## src/rtl/lsu_ctrl.sv

```systemverilog
// Load/store sequencer from MEM stage to the 4 KB big-endian data memory; `LSU_MISALIGN_SPLIT_EN` enables byte-split misaligned accesses.
// Latency: aligned response in cycle 2, fault in cycle 1, split in cycle N+1 (N = 2 or 4 bytes).
// Backpressure: req_ready only in IDLE, one request in flight, req_valid ignored while busy.
module lsu_ctrl (
  input  logic        clk,
  input  logic        rst_n,
  input  logic        req_valid,
  output logic        req_ready,
  input  logic        req_write,
  input  logic [2:0]  req_funct3,
  input  logic [31:0] req_addr,
  input  logic [31:0] req_wdata,
  output logic        resp_valid,
  output logic [31:0] resp_rdata,
  output logic        resp_fault,
  output logic        busy,
  output logic [31:0] mem_addr,
  output logic        mem_read,
  output logic        mem_write,
  output logic [31:0] mem_wdata,
  output logic [2:0]  mem_funct3,
  input  logic [31:0] mem_rdata
);

  typedef enum logic [1:0] {
    IDLE   = 2'd0,
    ACCESS = 2'd1,
    RESP   = 2'd2
`ifdef LSU_MISALIGN_SPLIT_EN
    , SPLIT = 2'd3
`endif
  } state_t;

  state_t      state;
  logic        write_q;
  logic [2:0]  size_m1;
  logic [12:0] end_addr;
  logic        f3_legal;
  logic        range_ok;
  logic        misal;
  logic        req_fault;

`ifdef LSU_MISALIGN_SPLIT_EN
  logic [1:0]  cnt;
  logic [1:0]  last;
  logic [1:0]  nxt;
  logic [1:0]  req_last;
  logic [2:0]  funct3_q;
  logic [31:0] addr_q;
  logic [31:0] wdata_q;
  logic [23:0] rbuf;
  logic        split_q;

  // Big-endian byte select: sel 0 is the least significant byte of the store data.
  function automatic logic [7:0] be_byte(input logic [31:0] wd, input logic [1:0] sel);
    case (sel)
      2'd0:    be_byte = wd[7:0];
      2'd1:    be_byte = wd[15:8];
      2'd2:    be_byte = wd[23:16];
      default: be_byte = wd[31:24];
    endcase
  endfunction

  assign nxt      = cnt + 2'd1;
  assign req_last = (req_funct3[1:0] == 2'b01) ? 2'd1 : 2'd3;
`endif

  always_comb begin
    size_m1 = 3'd0;
    case (req_funct3[1:0])
      2'b01:   size_m1 = 3'd1;
      2'b10:   size_m1 = 3'd3;
      default: size_m1 = 3'd0;
    endcase
    if (req_write)
      f3_legal = (req_funct3 == 3'b000) || (req_funct3 == 3'b001) || (req_funct3 == 3'b010);
    else
      f3_legal = (req_funct3 == 3'b000) || (req_funct3 == 3'b001) || (req_funct3 == 3'b010) ||
                 (req_funct3 == 3'b100) || (req_funct3 == 3'b101);
    end_addr = {1'b0, req_addr[11:0]} + {10'd0, size_m1};
    range_ok = (req_addr[31:12] == 20'd0) && !end_addr[12];
    misal    = ((req_funct3[1:0] == 2'b01) && req_addr[0]) ||
               ((req_funct3[1:0] == 2'b10) && (req_addr[1:0] != 2'b00));
`ifdef LSU_MISALIGN_SPLIT_EN
    req_fault = !f3_legal || !range_ok;
`else
    req_fault = !f3_legal || !range_ok || misal;
`endif
  end

  // Read data is only valid during RESP, so the load result is muxed straight from the memory port.
  always_comb begin
    resp_rdata = 32'd0;
    if (state == RESP && !resp_fault && !write_q) begin
`ifdef LSU_MISALIGN_SPLIT_EN
      if (split_q) begin
        case (funct3_q)
          3'b001:  resp_rdata = {{16{rbuf[7]}}, rbuf[7:0], mem_rdata[7:0]};
          3'b101:  resp_rdata = {16'd0, rbuf[7:0], mem_rdata[7:0]};
          default: resp_rdata = {rbuf[23:0], mem_rdata[7:0]};
        endcase
      end else begin
        resp_rdata = mem_rdata;
      end
`else
      resp_rdata = mem_rdata;
`endif
    end
  end

  always_ff @(posedge clk) begin
    if (!rst_n) begin
      state      <= IDLE;
      req_ready  <= 1'b0;
      busy       <= 1'b0;
      resp_valid <= 1'b0;
      resp_fault <= 1'b0;
      write_q    <= 1'b0;
      mem_addr   <= 32'd0;
      mem_read   <= 1'b0;
      mem_write  <= 1'b0;
      mem_wdata  <= 32'd0;
      mem_funct3 <= 3'd0;
`ifdef LSU_MISALIGN_SPLIT_EN
      cnt        <= 2'd0;
      last       <= 2'd0;
      funct3_q   <= 3'd0;
      addr_q     <= 32'd0;
      wdata_q    <= 32'd0;
      rbuf       <= 24'd0;
      split_q    <= 1'b0;
`endif
    end else begin
      mem_addr   <= 32'd0;
      mem_read   <= 1'b0;
      mem_write  <= 1'b0;
      mem_wdata  <= 32'd0;
      mem_funct3 <= 3'd0;
      resp_valid <= 1'b0;
      resp_fault <= 1'b0;
      case (state)
        IDLE: begin
          req_ready <= 1'b1;
          if (req_valid && req_ready) begin
            req_ready <= 1'b0;
            busy      <= 1'b1;
            write_q   <= req_write;
            if (req_fault) begin
              state      <= RESP;
              resp_valid <= 1'b1;
              resp_fault <= 1'b1;
`ifdef LSU_MISALIGN_SPLIT_EN
            end else if (misal) begin
              state      <= SPLIT;
              split_q    <= 1'b1;
              cnt        <= 2'd0;
              last       <= req_last;
              funct3_q   <= req_funct3;
              addr_q     <= req_addr;
              wdata_q    <= req_wdata;
              mem_addr   <= req_addr;
              mem_read   <= !req_write;
              mem_write  <= req_write;
              mem_funct3 <= req_write ? 3'b000 : 3'b100;
              mem_wdata  <= req_write ? {24'd0, be_byte(req_wdata, req_last)} : 32'd0;
`endif
            end else begin
              state      <= ACCESS;
              mem_addr   <= req_addr;
              mem_read   <= !req_write;
              mem_write  <= req_write;
              mem_wdata  <= req_wdata;
              mem_funct3 <= req_funct3;
            end
          end
        end
        ACCESS: begin
          state      <= RESP;
          resp_valid <= 1'b1;
        end
`ifdef LSU_MISALIGN_SPLIT_EN
        SPLIT: begin
          // mem_rdata now holds the byte issued in the previous cycle.
          if (cnt != 2'd0 && !write_q)
            rbuf <= {rbuf[15:0], mem_rdata[7:0]};
          if (cnt == last) begin
            state      <= RESP;
            resp_valid <= 1'b1;
          end else begin
            cnt        <= nxt;
            mem_addr   <= addr_q + {30'd0, nxt};
            mem_read   <= !write_q;
            mem_write  <= write_q;
            mem_funct3 <= write_q ? 3'b000 : 3'b100;
            mem_wdata  <= write_q ? {24'd0, be_byte(wdata_q, last - nxt)} : 32'd0;
          end
        end
`endif
        RESP: begin
          state     <= IDLE;
          busy      <= 1'b0;
          req_ready <= 1'b1;
`ifdef LSU_MISALIGN_SPLIT_EN
          split_q   <= 1'b0;
`endif
        end
        default: begin
          state     <= IDLE;
          busy      <= 1'b0;
          req_ready <= 1'b1;
        end
      endcase
    end
  end

endmodule

```

## config.mk

```make
export PLATFORM = sky130hd
export DESIGN_NAME = lsu_ctrl
export DESIGN_NICKNAME = d
export VERILOG_FILES = /design/src/rtl/lsu_ctrl.sv
export SDC_FILE = /design/constraint.sdc
export NUM_CORES = 1
export LEC_CHECK = 0
export CAP_MARGIN = 20
export CORE_UTILIZATION = 34
export CTS_CLUSTER_SIZE = 25
export DETAILED_ROUTE_END_ITERATION = 8
export PLACE_DENSITY = 0.86
export SYNTH_ARGS = -nofsm -noshare
export SYNTH_HDL_FRONTEND = slang
export SYNTH_SLANG_ARGS = --single-unit
```

## constraint.sdc

```tcl
create_clock -name clk -period 3.5 [get_ports clk]
set_input_delay 0.7 -clock clk [delete_from_list [all_inputs] [get_ports clk]]
set_output_delay 0.7 -clock clk [all_outputs]
set_load 0.05 [all_outputs]
```

==> out/qor.yml, run 1 <==
regArea_um2: 1520
grt_pass1_wl_um: 10100
r2r_slack_ps: 1950
antenna_found_initial: 0
yosysTopAreaCell: "dfxtp_1"
worst-path-max-fanout: 32
std_cell_rows: 30
worstSetupPathType: "reg2out"
area_growth_pct: 105
holdPathEnd: "busy$_SDFFE_PN0P_"
drc: 0
ctsRootBufferMaster: "clkbuf_8"
path_cells: "nor4b_2 > buf_4 > and2_1 > clkdlybuf4s50_1"
synth.avg_cell_area_um2: 11.5
insertion_delay_ps: 340
synth.cell_area_um2: 2380
synth_seq_cells: 76
io_buffers: 207
io_pins: 208
routed_via_density: 4.12
num_antenna_cells: 0
finalSetupViolCount: 0
crit_buf_inv: 2
hold_depth: 2
wl_um: 6610
postCtsSetupBuffers: 0
post_drt_wl_per_cell_um: 12.2
rsz0062_at_grt: "no"
critPathMaxStageDelay_ps: 820
slowest_stage: "clkdlybuf4s50_1"
initial_utilization_pct: 35.1
dieArea_um2: 7350
postSynthCellCount: 208
vias: 2231
crit_path_end_kind: "primary output"
worstSetupStartpointType: "flip-flop"
cts_buffers: 9
critPathRequiredTime_ps: 2800
min_period_ps: 2880
yosys.area.top_type_share_pct: 63.9
fill_cells: 503
cts_resized: 0
final_cells: 542
gp_congestion: 0.737
ir_drop_v: 0.000226
die_h_um: 85.7
layout-drive-gt1-share_pct: 8.74
dp_hpwl_um: 5540
hold_start: "busy$_SDFFE_PN0P_"
cts_sinks: 76
period_share_pct: 82.3
clk_path_buf_depth: 2
synth.yosys.warnings: 0
final_cell_mix: "clkdlybuf4s50_1, dfxtp_1, and2_1"
drtPass1Iterations: 4
skew_ps: 12.6
drv_cap: 0
slew_headroom_pct: 53.4
hp-class: "reg2reg"
power_density_nw_per_um2: 386
die_x_um: 85.7
cts-hold-fix-buffers: 0
grt_pass1_vias: 2160
dp_cells: 526
tightest_slew_ps: 693
ant_nets: 0
overflow: 0
gr-usage-all-layers_pct: 18.4
yosysSeqAreaShare_pct: 63.9
nets: 549
htreeDepth: 3
fmax_ghz: 0.347
outcome: "completed"
r2r_cells: 5
drv_slew: 0
finalSetupTns_ps: 0
cts.clk_slew.worst_paths_ps: 70
fp.coreArea_um2: 6790
synth_cell_types: 29
cts_tree: "done"
hold_viol_final: 0
multiInputGateArea_um2: 893
final_common_cell: "clkdlybuf4s50_1"
finalWorstSetupSlack_ps: 618
crit-reg2reg-capture: "mem_addr[4]$_SDFF_PP0_"
grt_max_degree: 33
worstReg2RegStart: "req_ready$_SDFFE_PN0P_"
path_delay_family: "buffers and inverters"
synth.top_cells.by_area: "dfxtp_1, and2_1, and2_2"
leakage_uw: 0.00194
drt-initial-drc-count: 21
arrival_ps: 2180
dp_slack_ps: 504
-- worst reg2reg max path, cell delays in order (launching register included) --
cell and delay (ps):
dfxtp_1 380, and3b_1 240, nand2b_1 120, nor4_4 340, buf_4 260, and2_1 150
-- metal layers --
metal	vias up	share of wire, %	global-route usage [%]
li1	1109	-	-
met1	991	35	17.3
met2	121	55	36.1
met3	10	8.9	7.31
met4	0	1.0	5.91
met5	-	0	0
-- cell families after synthesis --
| group | after synthesis | synth area share [%] |
|---|---|---|
| AOI/OAI and AO/OA | 9 | 2.47 |
| adders and majority gates | 5 | 2.63 |
| buffers and inverters | 12 | 2.26 |
| DFF | 76 | 63.9 |
| muxes | 1 | 0.420 |
| other | 1 | 0.157 |
| and+or+nand+nor | 104 | 28.2 |
-- report_power, final --
part	internal, uW	switching (uW)
Sequential	880	5.72
Clock	405	315
Combinational	150	128
-- flip-flops by register name, summed over array words and instances, names as in the netlist --
name        cells
mem_read        1
req_ready       1
write_q         1
resp_valid      1
mem_addr       32
resp_fault      1
mem_funct3      3
mem_write       1
state           2
mem_wdata      32
busy            1
-- how the worst max path moves through the flow --
stage                               start                      end  slack (ps)  depth (start not counted)
floorplan           resp_fault$_SDFF_PN0_            resp_rdata[0]        1140                          3
global placement            req_funct3[0]      mem_read$_SDFF_PP0_         600                          9
detailed placement          req_funct3[0]  mem_wdata[3]$_SDFF_PP0_         500                          9
CTS                  write_q$_SDFFE_PN0P_           resp_rdata[19]         590                          4
global route        state[0]$_SDFFE_PN0N_            resp_rdata[4]         480                          4
finish               write_q$_SDFFE_PN0P_           resp_rdata[19]         620                          4
-- cells in the mapped netlist --
cell type / number
clkbuf_2: 4
and2_2: 15
a21oi_1: 3
nor4_2: 1
o21a_1: 1
and2b_2: 1
nor4b_1: 1
inv_1: 4
o2111ai_1: 1
nor2b_1: 3
mux2i_1: 1
a31oi_1: 1
nor3_1: 1
nand4_1: 3
ha_1: 5
nor4_1: 6
nand2_1: 1
o311ai_0: 1
and3b_1: 1
nor2_1: 3
or2_2: 1
dfxtp_1: 76
and2_1: 65
conb_1: 1
nand2b_1: 2
buf_4: 1
clkbuf_1: 3
a22oi_1: 1
o21ai_0: 1
-- per-stage QoR --
| step | total power (uW) | util [%] | instance area, um^2 | hold slack [ps] |
|---|---|---|---|---|
| 3_3_place_gp | 1180 | 68.5 | 4650 | 469 |
| 2_1_floorplan | 1020 | - | 2450 | 468 |
| 3_5_place_dp | 1190 | 68.5 | 4650 | 464 |
| 6_report | 1880 | 71.7 | 4870 | 486 |
| 5_1_grt | 1960 | 71.7 | 4870 | 543 |
| 4_1_cts | 1910 | 71.7 | 4870 | 492 |
-- area by class of cell --
class	instances	area share, %
inverters	4	0.308
flip-flops and latches	76	31.2
repair buffers	211	43.1
multi-input cells	139	18.3
clock inverters	7	2.00
well taps	96	2.46
clock buffers	9	2.54
Note: power is estimated with default switching activity, not from simulation.
==> run 2, diff against run 1 <==
- CORE_UTILIZATION: 34 -> 28
- PLACE_DENSITY: 0.86 -> 0.76
- clock period: 3.5 -> 2.4 ns (I/O delays scaled with it)
==> out/qor.yml, run 2 (synthesized netlist as in run 1, its figures left out) <==
insertion_delay_ps: 340  # about the same
die_h_um: 94.2  # was 85.7 um
fp.coreArea_um2: 8220  # was 6790 um^2
tightest_slew_ps: 539  # was 693 ps
dp_cells: 541  # was 526
skew_ps: 5.61  # was 12.6 ps
antenna_found_initial: 0  # unchanged
ant_nets: 0  # unchanged
p_total_uw: 2660  # was 1880 uW
io_buffers: 207  # unchanged
leakage_uw: 0.00212  # was 0.00194 uW
drv_cap: 0  # unchanged
critPathRequiredTime_ps: 2630  # was 2800 ps
rsz0062_at_grt: "no"  # unchanged
routed_via_density: 4.03  # was 4.12
cts_tree: "done"  # unchanged
overflow: 0  # unchanged
die_x_um: 94.2  # was 85.7 um
grt_pass1_vias: 2212  # was 2,160
htreeDepth: 3  # unchanged
slew_headroom_pct: 63.9  # was 53.4%
num_antenna_cells: 0  # unchanged
worstSetupStartpointType: "input pin"  # was flip-flop
drt-initial-drc-count: 24  # was 21
crit_path_end_kind: "flip-flop"  # was primary output
drc: 0  # unchanged
switching_share_pct: 23.6  # was 23.8%
std_cell_rows: 33  # was 30
p_comb_share_pct: 16.8  # was 14.8%
cts.clk_slew.worst_paths_ps: 70  # about the same
cts_buffers: 9  # unchanged
gp_congestion: 0.767  # was 0.737
reg_top3: "mem_addr (32), mem_wdata (32), mem_funct3 (3)"  # unchanged
multiInputGateArea_um2: 905  # was 893 um^2
drtPass1Iterations: 4  # unchanged
worstSetupPathType: "in2reg"  # was reg2out
hold_viol_final: 0  # unchanged
grt_util_met2_pct: 30.0  # was 36.1%
met3_usage_pct: 5.91  # was 7.31%
postCtsSetupBuffers: 0  # unchanged
finalSetupViolCount: 0  # unchanged
vias: 2237  # was 2,231
arrival_ps: 2490  # was 2180 ps
final_common_cell: "clkdlybuf4s50_1"  # unchanged
hp-class: "reg2reg"  # unchanged
dieArea_um2: 8880  # was 7350 um^2
grt_pass1_wl_um: 10200  # was 10,100 um
use_met1_pct: 13.8  # was 17.3%
nets: 555  # was 549
gr-usage-all-layers_pct: 15.5  # was 18.4%
p_sw_uw: 629  # was 448 uW
clk_path_buf_depth: 2  # unchanged
wl_um: 6740  # was 6610 um
ir_drop_v: 0.000286  # was 0.000226 V
p_clk_share_pct: 34.6  # was 38.2%
min_period_ps: 2260
fmax_ghz: 0.442
fill_cells: 652  # was 503
period_share_pct: 94.3
regArea_um2: 1520  # unchanged
post_drt_wl_per_cell_um: 12.2  # about the same
layout-drive-gt1-share_pct: 17.1  # was 8.74%
power_density_nw_per_um2: 506  # was 386 nW/um^2
grt-busiest-layer: "met2"  # unchanged
p_int_uw: 2030  # was 1430 uW
final_cell_mix: "clkdlybuf4s50_1, dfxtp_1, and2_1"  # unchanged
io_pins: 208  # unchanged
area_growth_pct: 121  # was 105%
ctsRootBufferMaster: "clkbuf_8"  # unchanged
cts_sinks: 76  # unchanged
seq_power_share_pct: 48.6  # was 47.0%
dp_hpwl_um: 5710  # was 5540 um
initial_utilization_pct: 29.0  # was 35.1%
worst-path-max-fanout: 30  # was 32
grt_max_degree: 33  # unchanged
final_cells: 555  # was 542
outcome: "completed"  # unchanged
drv_slew: 0  # unchanged
## run 2: cell count changes in the layout (fill, tap and decap cells not counted), moves of 2 or more
cell	previous run	this run
buf_4	4	8
buf_12	0	34
clkdlybuf4s50_1	207	175
inv_6	2	0
## run 2: worst max-delay path, cell delays in order
cell and delay, ps:
clkdlybuf4s50_1 520, inv_1 70, buf_4 140, ha_1 170, or2_2 260, o2111ai_1 360, nor4_4 110, buf_12 180
and2_2 190
## run 2: through the flow
stage	hold WS [ps]	worst slack [ps]	util (%)	TNS, ps	instance area, um^2
finish	494	138	63.9	0	5250
global route	507	15.0	63.9	0	5250
CTS	492	113	63.9	0	5250
detailed placement	465	-395	61.5	-18680	5050
global placement	468	-314	61.5	-14630	5050
floorplan	468	258	-	0	2450
## run 2: power by group through the flow
stage          Combinational, uW  Clock [uW]  Sequential [uW]
2_1_floorplan               84.9           0             1400
3_3_place_gp                 443           0             1320
3_5_place_dp                 447           0             1320
4_1_cts                      449         955             1290
5_1_grt                      472        1010             1290
6_report                     446         922             1290
## run 2: path summary, 6_finish.rpt
kind | startpoint | end | slack (ps) | cells after the start
setup / recovery | req_funct3[0] | mem_wdata[18]$_SDFF_PP0_ | 140 | 9
hold reg to reg | busy$_SDFFE_PN0P_ | busy$_SDFFE_PN0P_ | 490 | 2
setup reg to reg | req_ready$_SDFFE_PN0P_ | mem_wdata[18]$_SDFF_PP0_ | 790 | 5
hold / removal | busy$_SDFFE_PN0P_ | busy$_SDFFE_PN0P_ | 490 | 2
## run 2: per-layer routing
metal,wire length [um],share of wire [%],up-vias
met5,0,0,-
met4,103,1.5,0
met3,748,11,9
met2,3800,56,125
met1,2090,31,985
li1,-,-,1118
## run 2: final cells by class
cell class | instances | area share, %
multi-input combinational | 139 | 17.2
tap | 105 | 2.50
sequential | 76 | 29.0
inverter | 4 | 0.286
clock inverter | 4 | 0.976
timing repair buffer | 217 | 47.4
clock buffer | 10 | 2.62
## run 2: what timing repair did
item,CTS,global route
setup endpoints to repair,26,4
resized for setup,1,2
pin swaps,0,2
hold buffers,0,0
